$ cat src/rtl/vga_frame_capture_pkg.sv
// Shared constants and FSM encoding for the VGA capture path.
// The default timing numbers are the 640x480@60 set also used by the timing generator.
package vga_frame_capture_pkg;

  localparam int DEF_HSIZE = 640;
  localparam int DEF_HFP   = 16;
  localparam int DEF_HSP   = 96;
  localparam int DEF_HMAX  = 800;
  localparam int DEF_VSIZE = 480;
  localparam int DEF_VFP   = 10;
  localparam int DEF_VSP   = 2;
  localparam int DEF_VMAX  = 525;
  localparam int DEF_HSPP  = 0;
  localparam int DEF_VSPP  = 0;

  localparam int ADDR_W = 19;

  typedef enum logic [1:0] {
    SEARCH  = 2'd0,
    CAPTURE = 2'd1,
    DROP    = 2'd2
  } cap_state_t;

endpackage

$ cat src/rtl/vga_frame_capture_sync_edge_detect.sv
// Registers one sync/enable input, normalises it to active-high and
// produces single-cycle rise/fall pulses from the registered level.
module sync_edge_detect #(
  parameter bit ACTIVE_HIGH = 1'b1
) (
  input  logic clk,
  input  logic rst_n,
  input  logic din,
  output logic level,
  output logic rise,
  output logic fall
);

  logic prev;

  always_ff @(posedge clk or negedge rst_n) begin
    if (!rst_n) begin
      level <= 1'b0;
      prev  <= 1'b0;
    end else begin
      level <= ACTIVE_HIGH ? din : ~din;
      prev  <= level;
    end
  end

  assign rise = level & ~prev;
  assign fall = ~level & prev;

endmodule

$ cat src/rtl/vga_frame_capture.sv
// Captures visible pixels of a DE-framed RGB stream into a linear frame buffer
// and checks line/frame geometry, reporting lock, frame-done and error pulses.
module vga_frame_capture
  import vga_frame_capture_pkg::*;
#(
  parameter int WIDTH = 12,
  parameter int HSIZE = DEF_HSIZE,
  parameter int VSIZE = DEF_VSIZE,
  parameter int HSPP  = DEF_HSPP,
  parameter int VSPP  = DEF_VSPP
) (
  input  logic              clk,
  input  logic              rst_n,
  input  logic              hsync,
  input  logic              vsync,
  input  logic              data_enable,
  input  logic [7:0]        red,
  input  logic [7:0]        green,
  input  logic [7:0]        blue,
  output logic              wr_en,
  output logic [ADDR_W-1:0] wr_addr,
  output logic [31:0]       wr_data,
  output logic [WIDTH-1:0]  hcount,
  output logic [WIDTH-1:0]  vcount,
  output logic              locked,
  output logic              frame_done,
  output logic              err
);

  // One bit wider than the address so a full 2^19 frame still compares correctly.
  localparam logic [ADDR_W:0]  FRAME_PIXELS = (ADDR_W+1)'(HSIZE * VSIZE);
  localparam logic [WIDTH-1:0] HSIZE_W      = WIDTH'(HSIZE);
  localparam logic [WIDTH-1:0] VSIZE_W      = WIDTH'(VSIZE);

  logic vsync_level_unused, vsync_start, vsync_fall_unused;
  logic de_level, de_rise_unused, de_fall;
  logic hsync_s1_unused;
  logic [23:0] rgb_s1;

  sync_edge_detect #(.ACTIVE_HIGH(VSPP != 0)) u_vsync_edge (
    .clk   (clk),
    .rst_n (rst_n),
    .din   (vsync),
    .level (vsync_level_unused),
    .rise  (vsync_start),
    .fall  (vsync_fall_unused)
  );

  sync_edge_detect #(.ACTIVE_HIGH(1'b1)) u_de_edge (
    .clk   (clk),
    .rst_n (rst_n),
    .din   (data_enable),
    .level (de_level),
    .rise  (de_rise_unused),
    .fall  (de_fall)
  );

  // hsync is only kept in step with the other inputs; framing relies on DE.
  always_ff @(posedge clk or negedge rst_n) begin
    if (!rst_n) begin
      hsync_s1_unused <= 1'b0;
      rgb_s1          <= '0;
    end else begin
      hsync_s1_unused <= (HSPP != 0) ? hsync : ~hsync;
      rgb_s1          <= {red, green, blue};
    end
  end

  cap_state_t        state_q, state_d;
  logic [ADDR_W-1:0] addr_q, addr_d;
  logic [WIDTH-1:0]  hcount_d, vcount_d;
  logic              locked_d, wr_en_d, frame_done_d, err_d, accept;
  logic [ADDR_W-1:0] wr_addr_d;
  logic [31:0]       wr_data_d;

  always_ff @(posedge clk or negedge rst_n) begin
    if (!rst_n) begin
      state_q    <= SEARCH;
      addr_q     <= '0;
      hcount     <= '0;
      vcount     <= '0;
      locked     <= 1'b0;
      wr_en      <= 1'b0;
      wr_addr    <= '0;
      wr_data    <= '0;
      frame_done <= 1'b0;
      err        <= 1'b0;
    end else begin
      state_q    <= state_d;
      addr_q     <= addr_d;
      hcount     <= hcount_d;
      vcount     <= vcount_d;
      locked     <= locked_d;
      wr_en      <= wr_en_d;
      wr_addr    <= wr_addr_d;
      wr_data    <= wr_data_d;
      frame_done <= frame_done_d;
      err        <= err_d;
    end
  end

  // Frame/line events are resolved first; 'accept' then lets the same
  // stage-1 pixel be written, so a pixel coinciding with vsync lands at 0.
  always_comb begin
    state_d      = state_q;
    addr_d       = addr_q;
    hcount_d     = hcount;
    vcount_d     = vcount;
    locked_d     = locked;
    wr_en_d      = 1'b0;
    wr_addr_d    = wr_addr;
    wr_data_d    = wr_data;
    frame_done_d = 1'b0;
    err_d        = 1'b0;
    accept       = 1'b0;

    case (state_q)
      SEARCH, DROP: begin
        if (vsync_start) begin
          state_d  = CAPTURE;
          addr_d   = '0;
          hcount_d = '0;
          vcount_d = '0;
          accept   = 1'b1;
        end
      end
      CAPTURE: begin
        if (vsync_start) begin
          if (vcount == VSIZE_W) begin
            frame_done_d = 1'b1;
            locked_d     = 1'b1;
          end else begin
            err_d    = 1'b1;
            locked_d = 1'b0;
          end
          addr_d   = '0;
          hcount_d = '0;
          vcount_d = '0;
          accept   = 1'b1;
        end else if (de_fall && (hcount != HSIZE_W)) begin
          err_d    = 1'b1;
          locked_d = 1'b0;
          state_d  = DROP;
        end else begin
          if (de_fall) begin
            hcount_d = '0;
            vcount_d = (vcount == '1) ? vcount : vcount + WIDTH'(1);
          end
          accept = 1'b1;
        end
      end
      default: state_d = SEARCH;
    endcase

    if (accept && de_level) begin
      if ({1'b0, addr_d} == FRAME_PIXELS) begin
        err_d    = 1'b1;
        locked_d = 1'b0;
        state_d  = DROP;
      end else begin
        wr_en_d   = 1'b1;
        wr_addr_d = addr_d;
        wr_data_d = {8'h00, rgb_s1};
        addr_d    = addr_d + ADDR_W'(1);
        hcount_d  = (hcount_d == '1) ? hcount_d : hcount_d + WIDTH'(1);
      end
    end
  end

endmodule
$ cat config.mk
export PLATFORM = sky130hd
export DESIGN_NAME = vga_frame_capture
export DESIGN_NICKNAME = d
export VERILOG_FILES = /design/src/rtl/vga_frame_capture_pkg.sv /design/src/rtl/vga_frame_capture_sync_edge_detect.sv /design/src/rtl/vga_frame_capture.sv
export SDC_FILE = /design/constraint.sdc
export NUM_CORES = 1
export LEC_CHECK = 0
export BUFFER_PORTS_ARGS = -buffer_cell sky130_fd_sc_hd__buf_2
export CAP_MARGIN = 20
export CORE_UTILIZATION = 49
export DETAILED_ROUTE_END_ITERATION = 6
export HOLD_SLACK_MARGIN = 0.08
export MAX_ROUTING_LAYER = met4
export PLACE_DENSITY = 0.85
export SLEW_MARGIN = 20
export SYNTH_ARGS = -nofsm -noshare
export SYNTH_HDL_FRONTEND = slang
export SYNTH_SLANG_ARGS = --single-unit
$ cat constraint.sdc
create_clock -name clk -period 2.8 [get_ports clk]
set_clock_uncertainty 0.15 [all_clocks]
set_input_delay 0.7 -clock clk [delete_from_list [all_inputs] [get_ports clk]]
set_output_delay 0.7 -clock clk [all_outputs]
set_load 0.01 [all_outputs]
==> results of run 1 <==
sequential cells by signal (all words and copies together), names as in the netlist:
signal and cells:
u_de_edge.level 1, u_vsync_edge.level 1, u_de_edge.prev 1, locked 1, wr_data 24, u_vsync_edge.prev 1
wr_en 1, vcount 12, state_q 2, rgb_s1 24, wr_addr 19, addr_q 19
err 1, hcount 12, frame_done 1
report_power, final:
part	leakage [nW]	switching, mW	internal, mW
registers	1.56	0.183	1.99
clock network	0.290	0.977	1.16
logic	1.39	0.622	0.435
total	3.24	1.78	3.59
worst max-delay path: stages (launching register included):
cell and delay [ps]:
dfrtp_1 420, and2_4 180, nand2b_4 190, nand2_2 120
ha_1 200, nor4bb_4 220, nand4_1 200, o21ai_4 260
buf_4 160, buf_12 120, nor2_1 70, mux2_2 310
cell usage after synthesis, types with 2 or more instances:
master	number
xnor2_1	15
nor2b_1	3
or4_1	8
o2111ai_1	2
a211oi_1	2
nand2b_1	5
and4_1	3
a21boi_0	2
and2_1	3
a31o_2	5
o31ai_1	8
nor4b_1	6
mux2i_1	3
or3_1	2
nand2_1	140
and3_1	6
xor2_1	6
o21ai_0	28
a21oi_1	15
nor2_1	26
clkbuf_1	13
nand3_1	12
nor3b_1	3
nor4b_4	2
nand4_1	15
nor4_1	9
ha_1	5
buf_2	9
inv_1	6
and3_2	2
nor3_1	10
buf_4	8
or2_2	2
dfrtp_1	120
placed cells by master, fill, tap and decap left out, types with 4 or more instances in the layout:
master       n
nand2_1    138
dfrtp_1    120
buf_2       97
o21ai_0     28
nor2_1      26
buf_4       24
clkbuf_16   17
nand4_1     15
a21oi_1     15
xnor2_1     15
nand3_1     12
nor4_1       9
nor3_1       9
o31ai_1      8
or4_1        8
conb_1       8
inv_1        6
and3_1       6
inv_8        6
nor4b_1      5
a31o_2       5
xor2_1       5
ha_1         5
nand2b_1     4
inv_6        4
clkinv_8     4
layer usage:
layer	share of wire	wire length [um]	vias to the layer above	track usage
met5	0	0	-	-
met4	0.018	235	0	0.09457
met3	0.053	689	28	0.05257
met2	0.52	6789	181	0.4281
met1	0.40	5233	2159	0.2923
li1	-	-	2041	-
through the flow:
stage | utilization | power [mW]
2_1_floorplan | - | 2.746
3_3_place_gp | 0.5765 | 3.144
3_5_place_dp | 0.5765 | 3.207
4_1_cts | 0.6395 | 5.377
5_1_grt | 0.6456 | 5.614
6_report | 0.6456 | 5.377
worst min-delay path by stage:
stage / startpoint / endpoint / slack, ps / depth (start not counted)
after floorplan: u_vsync_edge.level$_DFF_PN0_ / u_vsync_edge.prev$_DFF_PN0_ / 230 / 0
after global placement: u_vsync_edge.level$_DFF_PN0_ / u_vsync_edge.prev$_DFF_PN0_ / 250 / 0
after detailed placement: u_vsync_edge.level$_DFF_PN0_ / u_vsync_edge.prev$_DFF_PN0_ / 260 / 0
after CTS: red[4] / rgb_s1[20]$_DFF_PN0_ / 100 / 1
after global routing: red[0] / rgb_s1[16]$_DFF_PN0_ / 100 / 1
final: red[4] / rgb_s1[20]$_DFF_PN0_ / 120 / 1
final cells by class:
cell class / count / area, um2 / area share
clock buffers: 17 / 414.1 / 0.06186
clock inverters: 15 / 176.4 / 0.02635
inverters: 7 / 27.53 / 0.004111
multi-input cells: 372 / 2143 / 0.3201
flip-flops and latches: 120 / 3003 / 0.4485
well taps: 136 / 170.2 / 0.02542
repair buffers: 126 / 760.7 / 0.1136
kinds of logic after synthesis:
family,count (synthesis),synth area share
simple gates,264,0.2535
flops,120,0.5722
compound gates,70,0.08226
buf+inv,38,0.03648
xor+xnor,21,0.03505
fa+ha+maj,5,0.01192
mux,4,0.007868
other cells,1,0.0007146
repair_timing:
item	4_1_cts	5_1_grt
gates resized for setup	5	6
setup buffers	4	1
endpoints found under the setup margin	32	28
endpoints found under the hold margin	17	0
hold buffers	1	0
pin swaps	1	2
cloned	0	1
==> out/metrics.yaml, run 1 <==
p_per_area_mw_per_mm2: 803.1
syn_inst: 523
path_class: "reg -> reg"
fin_ws_ps: 94.13
clkLatencyLatePin_ps: 530
crit_start: "state_q[1]$_DFF_PN0_"
synth_edf_count: 0
wire_per_inst_um: 16.33
clock_path_buffers: 2
fin_crit_ps: 2706
synth-seq-cells: 120
boundaryPins: 108
num-fill-cells: 806
overflow: 0
final_nets: 678
cts_root_buffer: "clkbuf_8"
fin_cells: 793
die_area_mm2: 0.01113
antenna_found_initial: 0
drcViolationCount: 0
area_growth_pct: 27.59
synth-warning-count: 0
ys_top_cells_by_area: "dfrtp_1 57%, nand2_1 10%, o21ai_0 2.7%"
tightest_slew_ps: 703.5
synthFlopType: "dfrtp_1"
synth.lib_cells_used.distinct: 53
path_clk_slew_ps: 70
grt_pass1_vias: 4433
grtUsageTotal: 0.2510
worstPathMaxFanout: 13
htreeDepth: 4
fmaxAchievable_ghz: 0.3696
reg2reg_setup_slack_ps: 90
drt_pass1_iterations: 5
drive_above_1_share: 0.2816
total_leakage_power_nw: 3.243
cap_violations: 0
coreArea_mm2: 0.01037
finalHoldViolCount: 0
grt_pass1_wl_um: 21070
place_congestion: 0.8887
antennaDiodeCount: 0
ant_nets: 0
setup_viol: 0
rr_startpoint: "state_q[1]$_DFF_PN0_"
tritoncts: "yes"
synth_top_cell_by_area: "dfrtp_1"
drt_iter0_drc: 251
dp.cells: 754
reg2regPathDepth: 11
syn-cell-area_mm2: 0.005248
numCtsBuffers: 17
routed_wl_um: 12950
async_flop_share: 1.000
slew_violations: 0
required_ps: 3060
dp_slack_ps: -132.0
die_y_um: 105.5
end_kind: "flip-flop"
crit_path_start_kind: "flip-flop"
finalInstanceArea_mm2: 0.006695
hold_class: "in -> reg"
die_width_um: 105.5
final.setup.tns_ps: 0
vias: 4409
arrival_ps: 2960
finalCritPeriodShare: 0.9664
dp_hpwl_um: 8304
io_buffers: 98
peakVddDrop_v: 0.0006724
viasPerCell: 5.560
start_util: 0.5060
grt_start_max_net_pins: 68
r2r_end: "hcount[1]$_DFF_PN0_"
slew_headroom: 0.5267
clkSinkCount: 120
synth.top_cell.area_share: 0.5722
num_rows: 37
crit_end: "hcount[1]$_DFF_PN0_"
seq_area_frac_synth: 0.5722
syn_area_per_cell_um2: 10.03
fin_hold_ws_ps: 120.9
place_area_mm2: 0.005978
outcome: "completed"
No activity file was read; power rests on OpenSTA's default activity.
==> run 2, diff against run 1 <==
--- a/config.mk
+++ b/config.mk
@@ -12,6 +12,7 @@
 export HOLD_SLACK_MARGIN = 0.08
 export MAX_ROUTING_LAYER = met4
 export PLACE_DENSITY = 0.85
+export SETUP_SLACK_MARGIN = 0.5
 export SLEW_MARGIN = 20
 export SYNTH_ARGS = -nofsm -noshare
 export SYNTH_HDL_FRONTEND = slang
==> run 2 against run 1 <==
- routed wire length is 33% higher
- global-route usage is 4.9 points higher
- clock power is 9% higher
- design area is 14% higher
- non-clock buffer count is 49 higher
- critical path depth stayed put
- hold slack better by 6.4 ps
- power is 12% higher
- flip-flop and latch count stayed put
- final cell count is 6.2% higher
- die area stayed put
- sequential share of layout area is 5.5 points lower
- largest cell class unchanged
- highest routed layer unchanged
==> out/metrics.yaml, run 2 (synthesis gave the netlist of run 1 again) <==
outcome: "completed"
hp-start: "green[7]"
slew_violations: 0  # unchanged
fmaxAchievable_ghz: 0.3788  # +2.5%
grt_pass1_vias: 5067  # +14%
rsz0062_at_grt: "true"
seqPwrFrac: 0.362  # -0.043
vias: 5001  # +13%
combinationalPowerShare: 0.253  # +0.056
drive_above_1_share: 0.4108  # +0.1292
wire_per_inst_um: 20.45  # +25%
dp_hpwl_um: 8233  # -0.85%
die_area_mm2: 0.01113  # unchanged
finalCritPeriodShare: 0.9428  # -0.02359
final.setup.tns_ps: 0  # unchanged
p_sw_mw: 1.937  # +8.6%
viasPerCell: 5.939  # +6.8%
peakVddDrop_v: 0.0008021  # +19%
grt_pass1_wl_um: 25110  # +19%
drt_pass1_iterations: 5  # unchanged
start_util: 0.5060  # unchanged
end_kind: "flip-flop"
crit_start: "state_q[1]$_DFF_PN0_"
area_growth_pct: 45.57
numCtsBuffers: 17  # unchanged
path_class: "reg -> reg"
path_clk_slew_ps: 70  # about the same
slew_headroom: 0.5699  # +0.04317
finalHoldViolCount: 0  # unchanged
switching_share: 0.3203  # -0.01122
worstPathMaxFanout: 5  # -8
antenna_found_initial: 0  # unchanged
tightest_slew_ps: 638.4  # -65.01 ps
place_congestion: 0.8713  # -2.0%
drcViolationCount: 0  # unchanged
final_common_cell: "nand2_1"
clock_power_share: 0.385  # -0.013
routed_wl_um: 17220  # +33%
cts_root_buffer: "clkbuf_8"
clock_path_buffers: 2  # unchanged
setup_viol: 0  # unchanged
rr_startpoint: "state_q[1]$_DFF_PN0_"
overflow: 0  # unchanged
arrival_ps: 2870  # -90 ps
hold_class: "in -> reg"
htreeDepth: 4  # unchanged
intPower_mw: 4.110  # +14%
clkLatencyLatePin_ps: 530  # about the same
ant_nets: 0  # unchanged
top_regs: "rgb_s1: 24 flops, wr_data: 24 flops"
fin_crit_ps: 2640  # -66.05 ps
num_rows: 37  # unchanged
grtUsageTotal: 0.3005  # +0.04941
required_ps: 3030  # -30 ps
fin_hold_ws_ps: 127.3  # +6.357 ps
tritoncts: "yes"
coreArea_mm2: 0.01037  # unchanged
total_leakage_power_nw: 3.668  # +13%
die_width_um: 105.5  # unchanged
p_total_mw: 6.046  # +12%
grt_start_max_net_pins: 48  # -29%
final_nets: 727  # +7.2%
crit_path_start_kind: "flip-flop"
drt_iter0_drc: 408  # +63%
io_buffers: 98  # unchanged
boundaryPins: 108  # unchanged
final_cell_mix: "129 x nand2_1, 118 x dfrtp_1, 97 x buf_2, 49 x buf_4, 24 x nor2_1"
antennaDiodeCount: 0  # unchanged
cap_violations: 0  # unchanged
post-route-util: 0.7366  # +0.09098
clkSinkCount: 120  # unchanged
die_y_um: 105.5  # unchanged
p_per_area_mw_per_mm2: 791.6  # -1.4%
==> run 2: power groups by stage <==
stage	Clock (mW)	Combinational, mW	Sequential (mW)
floorplan	0	0.511	2.29
global route	2.43	1.64	2.22
finish	2.33	1.53	2.19
detailed placement	0	1.01	2.20
global placement	0	0.979	2.18
CTS	2.31	1.31	2.17
==> run 2: metrics by stage <==
step           cell area (um2)  setup slack (ps)  std cells
6_report                  7639             160.2        842
5_1_grt                   7639             79.08        842
4_1_cts                   7236             330.2        822
3_5_place_dp              6002             3.731        753
3_3_place_gp              6002             60.70        753
2_1_floorplan             5385             185.6        530
==> run 2: final timing paths <==
check / to / slack [ps] / cells past startpoint
max in group asynchronous: addr_q[4]$_DFF_PN0_ / 1290 / 3
min in group asynchronous: hcount[8]$_DFF_PN0_ / 540 / 2
max reg2reg: addr_q[10]$_DFF_PN0_ / 160 / 11
min reg2reg: u_vsync_edge.prev$_DFF_PN0_ / 290 / 0
min: rgb_s1[15]$_DFF_PN0_ / 130 / 1
max: addr_q[10]$_DFF_PN0_ / 160 / 11
==> run 2: critical path, stage by stage (launching register included) <==
cell and delay, ps:
dfrtp_1 390, and2_4 170, nand2b_4 190, nand2_4 80, buf_4 150, inv_1 50, ha_2 170, and3_4 210
o2111ai_4 200, buf_4 220, o31ai_1 370, a21oi_2 120
==> run 2: area by class of cell <==
type                       instances  area, um2
timing repair buffer             175       1333
clock inverter                    15      201.4
sequential                       120       3005
fill                             668       2731
inverter                           7      33.78
clock buffer                      17      414.1
tap                              136      170.2
multi-input combinational        372       2481
==> run 2: what timing repair did <==
item                                    4_1_cts  5_1_grt
endpoints found under the hold margin        37        0
pin swaps                                    19       27
setup buffers                                31       19
resized for setup                            63       60
hold buffers                                  1        0
endpoints found under the setup margin       70       83
gates cloned                                  5        1
==> run 2: layer usage <==
metal | vias to the layer above | routed length (um) | global-route usage
li1 | 2142 | - | -
met1 | 2485 | 6326 | 0.3415
met2 | 293 | 8996 | 0.5089
met3 | 81 | 1154 | 0.05875
met4 | 0 | 745 | 0.1479
met5 | - | 0 | -
==> run 3, diff against run 2 <==
--- a/config.mk
+++ b/config.mk
@@ -7,6 +7,7 @@
 export LEC_CHECK = 0
 export BUFFER_PORTS_ARGS = -buffer_cell sky130_fd_sc_hd__buf_2
 export CAP_MARGIN = 20
+export CORE_ASPECT_RATIO = 0.6
 export CORE_UTILIZATION = 49
 export DETAILED_ROUTE_END_ITERATION = 6
 export HOLD_SLACK_MARGIN = 0.08
==> run 3 against run 2 <==
- the run now ends with design-rule violations, negative setup slack left
- sequential share of layout area fell by 1.9 points
- critical path depth did not move
- routed wire length rose by 35%
- count of clock-buffer cells in the layout did not move
- non-clock buffer count rose by 2
- die area rose by 0.12%
- design area rose by 5.5%
- fmax fell by 15%
- hold slack improved by 44 ps
- clock power barely moved
- worst setup slack got worse by 470 ps
- critical endpoint is now addr_q[8]$_DFF_PN0_
- largest power group is now sequential cells
- highest routed layer unchanged
==> out/metrics.yaml, run 3 (synthesis gave the netlist of run 1 again) <==
coreArea_mm2: 0.01012  # -2.4%
outcome: "finished, violations left"
htreeDepth: 4  # unchanged
fin_hold_ws_ps: 171.7  # +44.36 ps
switching_share: 0.3510  # +0.03068
area_growth_pct: 53.53
drt_pass1_iterations: 7  # +2
rsz0062_at_grt: "true"
crit_path_frequent_cell: "buf_6"
cts_root_buffer: "clkbuf_16"
overflow: 0  # unchanged
num-fill-cells: 537  # -20%
intPower_mw: 4.224  # +2.8%
fin_cells: 844  # +0.24%
antennaDiodeCount: 0  # unchanged
fin_ws_ps: -309.6  # -469.7 ps
violations: "design-rule violations, negative setup slack"
final_cell_mix: "112 x dfrtp_1, 97 x buf_2, 78 x nand2_1, 46 x buf_4, 31 x nand2_2"
slew_headroom: 0.5341  # -0.03581
final_nets: 730  # +0.41%
p_sw_mw: 2.285  # +18%
clock_path_buffers: 2  # unchanged
cap_violations: 0  # unchanged
wire_per_inst_um: 27.52  # +35%
clkLatencyLatePin_ps: 430  # -100 ps
tightest_slew_ps: 698.9  # +60.47 ps
drcViolationCount: 2  # +2
routed_wl_um: 23230  # +35%
arrival_ps: 3220  # +350 ps
num_rows: 28  # -24%
required_ps: 2920  # -110 ps
hold_class: "in -> async"
antenna_found_initial: 0  # unchanged
io_buffers: 98  # unchanged
die_y_um: 82.16  # -22%
clkSinkCount: 120  # unchanged
grtUsageTotal: 0.3526  # +0.05218
fmaxAchievable_ghz: 0.3216  # -15%
top_regs: "rgb_s1: 24 flops, wr_data: 24 flops"
finalCritPeriodShare: 1.111  # +0.1678
grt_pass1_wl_um: 27870  # +11%
place_congestion: 0.8881  # +1.9%
crit_path_start_kind: "flip-flop"
tritoncts: "yes"
drive_above_1_share: 0.5063  # +0.09558
grt_start_max_net_pins: 49  # +2.1%
seqPwrFrac: 0.354  # -0.008
grt_pass1_vias: 4965  # -2.0%
reg2reg_setup_slack_ps: -310  # -470 ps
clock_power_share: 0.353  # -0.032
path_cells: "and2_4 > nand2b_4 > nand2_8 > buf_6 > inv_1 > ha_2 > and3_4 > o2111ai_4 > buf_6 > or3_4 > mux2i_1"
combinationalPowerShare: 0.293  # +0.040
finalHoldViolCount: 0  # unchanged
path_clk_slew_ps: 70  # about the same
p_per_area_mw_per_mm2: 807.9  # +2.1%
setup_viol: 2  # +2
start_util: 0.5183  # +0.01226
place_area_mm2: 0.006018  # +0.27%
final.setup.tns_ps: -431.0  # -431.0 ps
dp.cells: 751  # -0.27%
vias: 5830  # +17%
slew_violations: 0  # unchanged
die_area_mm2: 0.01114  # +0.12%
final_common_cell: "dfrtp_1"
cpPeakStageDelay_ps: 440  # +50 ps
path_class: "reg -> reg"
numCtsBuffers: 17  # unchanged
die_width_um: 135.6  # +29%
dp_hpwl_um: 8658  # +5.2%
critPathSlowestCell: "mux2i_1"
drt_iter0_drc: 991  # +140%
peakVddDrop_v: 0.0007068  # -12%
end_kind: "flip-flop"
fin_crit_ps: 3110  # +469.7 ps
boundaryPins: 108  # unchanged
total_leakage_power_nw: 3.782  # +3.1%
viasPerCell: 6.908  # +16%
ant_nets: 0  # unchanged
worstPathMaxFanout: 4  # -1
finalInstanceArea_mm2: 0.008056  # +5.5%
[run 3: cell type report]
class,count,area (um2),area share
Clock buffer,17,425.4,0.05280
Multi-Input combinational cell,373,2803,0.3479
Tap cell,135,168.9,0.02097
Clock inverter,15,166.4,0.02066
Inverter,7,38.79,0.004814
Sequential cell,120,3013,0.3740
Timing Repair Buffer,177,1441,0.1789
[run 3: layer usage]
metal / track usage / part of all wire / up-vias
li1: - / - / 2149
met1: 0.4425 / 0.36 / 2748
met2: 0.5158 / 0.42 / 682
met3: 0.1087 / 0.14 / 251
met4: 0.1910 / 0.080 / 0
met5: - / 0 / -
[run 3: power groups by stage]
stage | sequential, mW | combinational, mW | clock (mW)
global route | 2.32 | 1.98 | 2.37
CTS | 2.18 | 1.43 | 2.21
finish | 2.30 | 1.91 | 2.30
floorplan | 2.29 | 0.511 | 0
detailed placement | 2.20 | 1.03 | 0
global placement | 2.19 | 0.992 | 0
[run 3: metrics by stage]
| stage | setup WS, ps | util | power [mW] |
|---|---|---|---|
| 2_1_floorplan | 185.6 | - | 2.803 |
| 3_3_place_gp | -41.66 | 0.5944 | 3.181 |
| 3_5_place_dp | -148.4 | 0.5944 | 3.230 |
| 4_1_cts | 278.6 | 0.7296 | 5.826 |
| 5_1_grt | -300.3 | 0.7957 | 6.662 |
| 6_report | -309.6 | 0.7957 | 6.509 |
[run 3: what timing repair did]
action | in CTS | in global routing
resized for setup | 94 | 132
pin swaps | 42 | 67
setup endpoints to repair | 73 | 86
hold buffers | 0 | 0
setup buffers | 35 | 17
cloned | 7 | 2
[run 3: worst max-delay path: cells and delay by family, from the launching register on]
family          cells  cell delay (ps)
fa+ha+maj           1              230
flops               1              430
mux                 1              440
buf+inv             3              430
simple gates        5             1100
compound gates      1              160
[run 3: worst paths after layout]
| path | startpoint | to | depth (start not counted) |
|---|---|---|---|
| min in group clk | red[3] | rgb_s1[19]$_DFF_PN0_ | 1 |
| min | rst_n | addr_q[9]$_DFF_PN0_ | 1 |
| max in group asynchronous | rst_n | hcount[1]$_DFF_PN0_ | 2 |
| max reg2reg | state_q[0]$_DFF_PN0_ | addr_q[8]$_DFF_PN0_ | 11 |
| min reg2reg | rgb_s1[10]$_DFF_PN0_ | wr_data[10]$_DFFE_PN0P_ | 2 |
| max | state_q[0]$_DFF_PN0_ | addr_q[8]$_DFF_PN0_ | 11 |
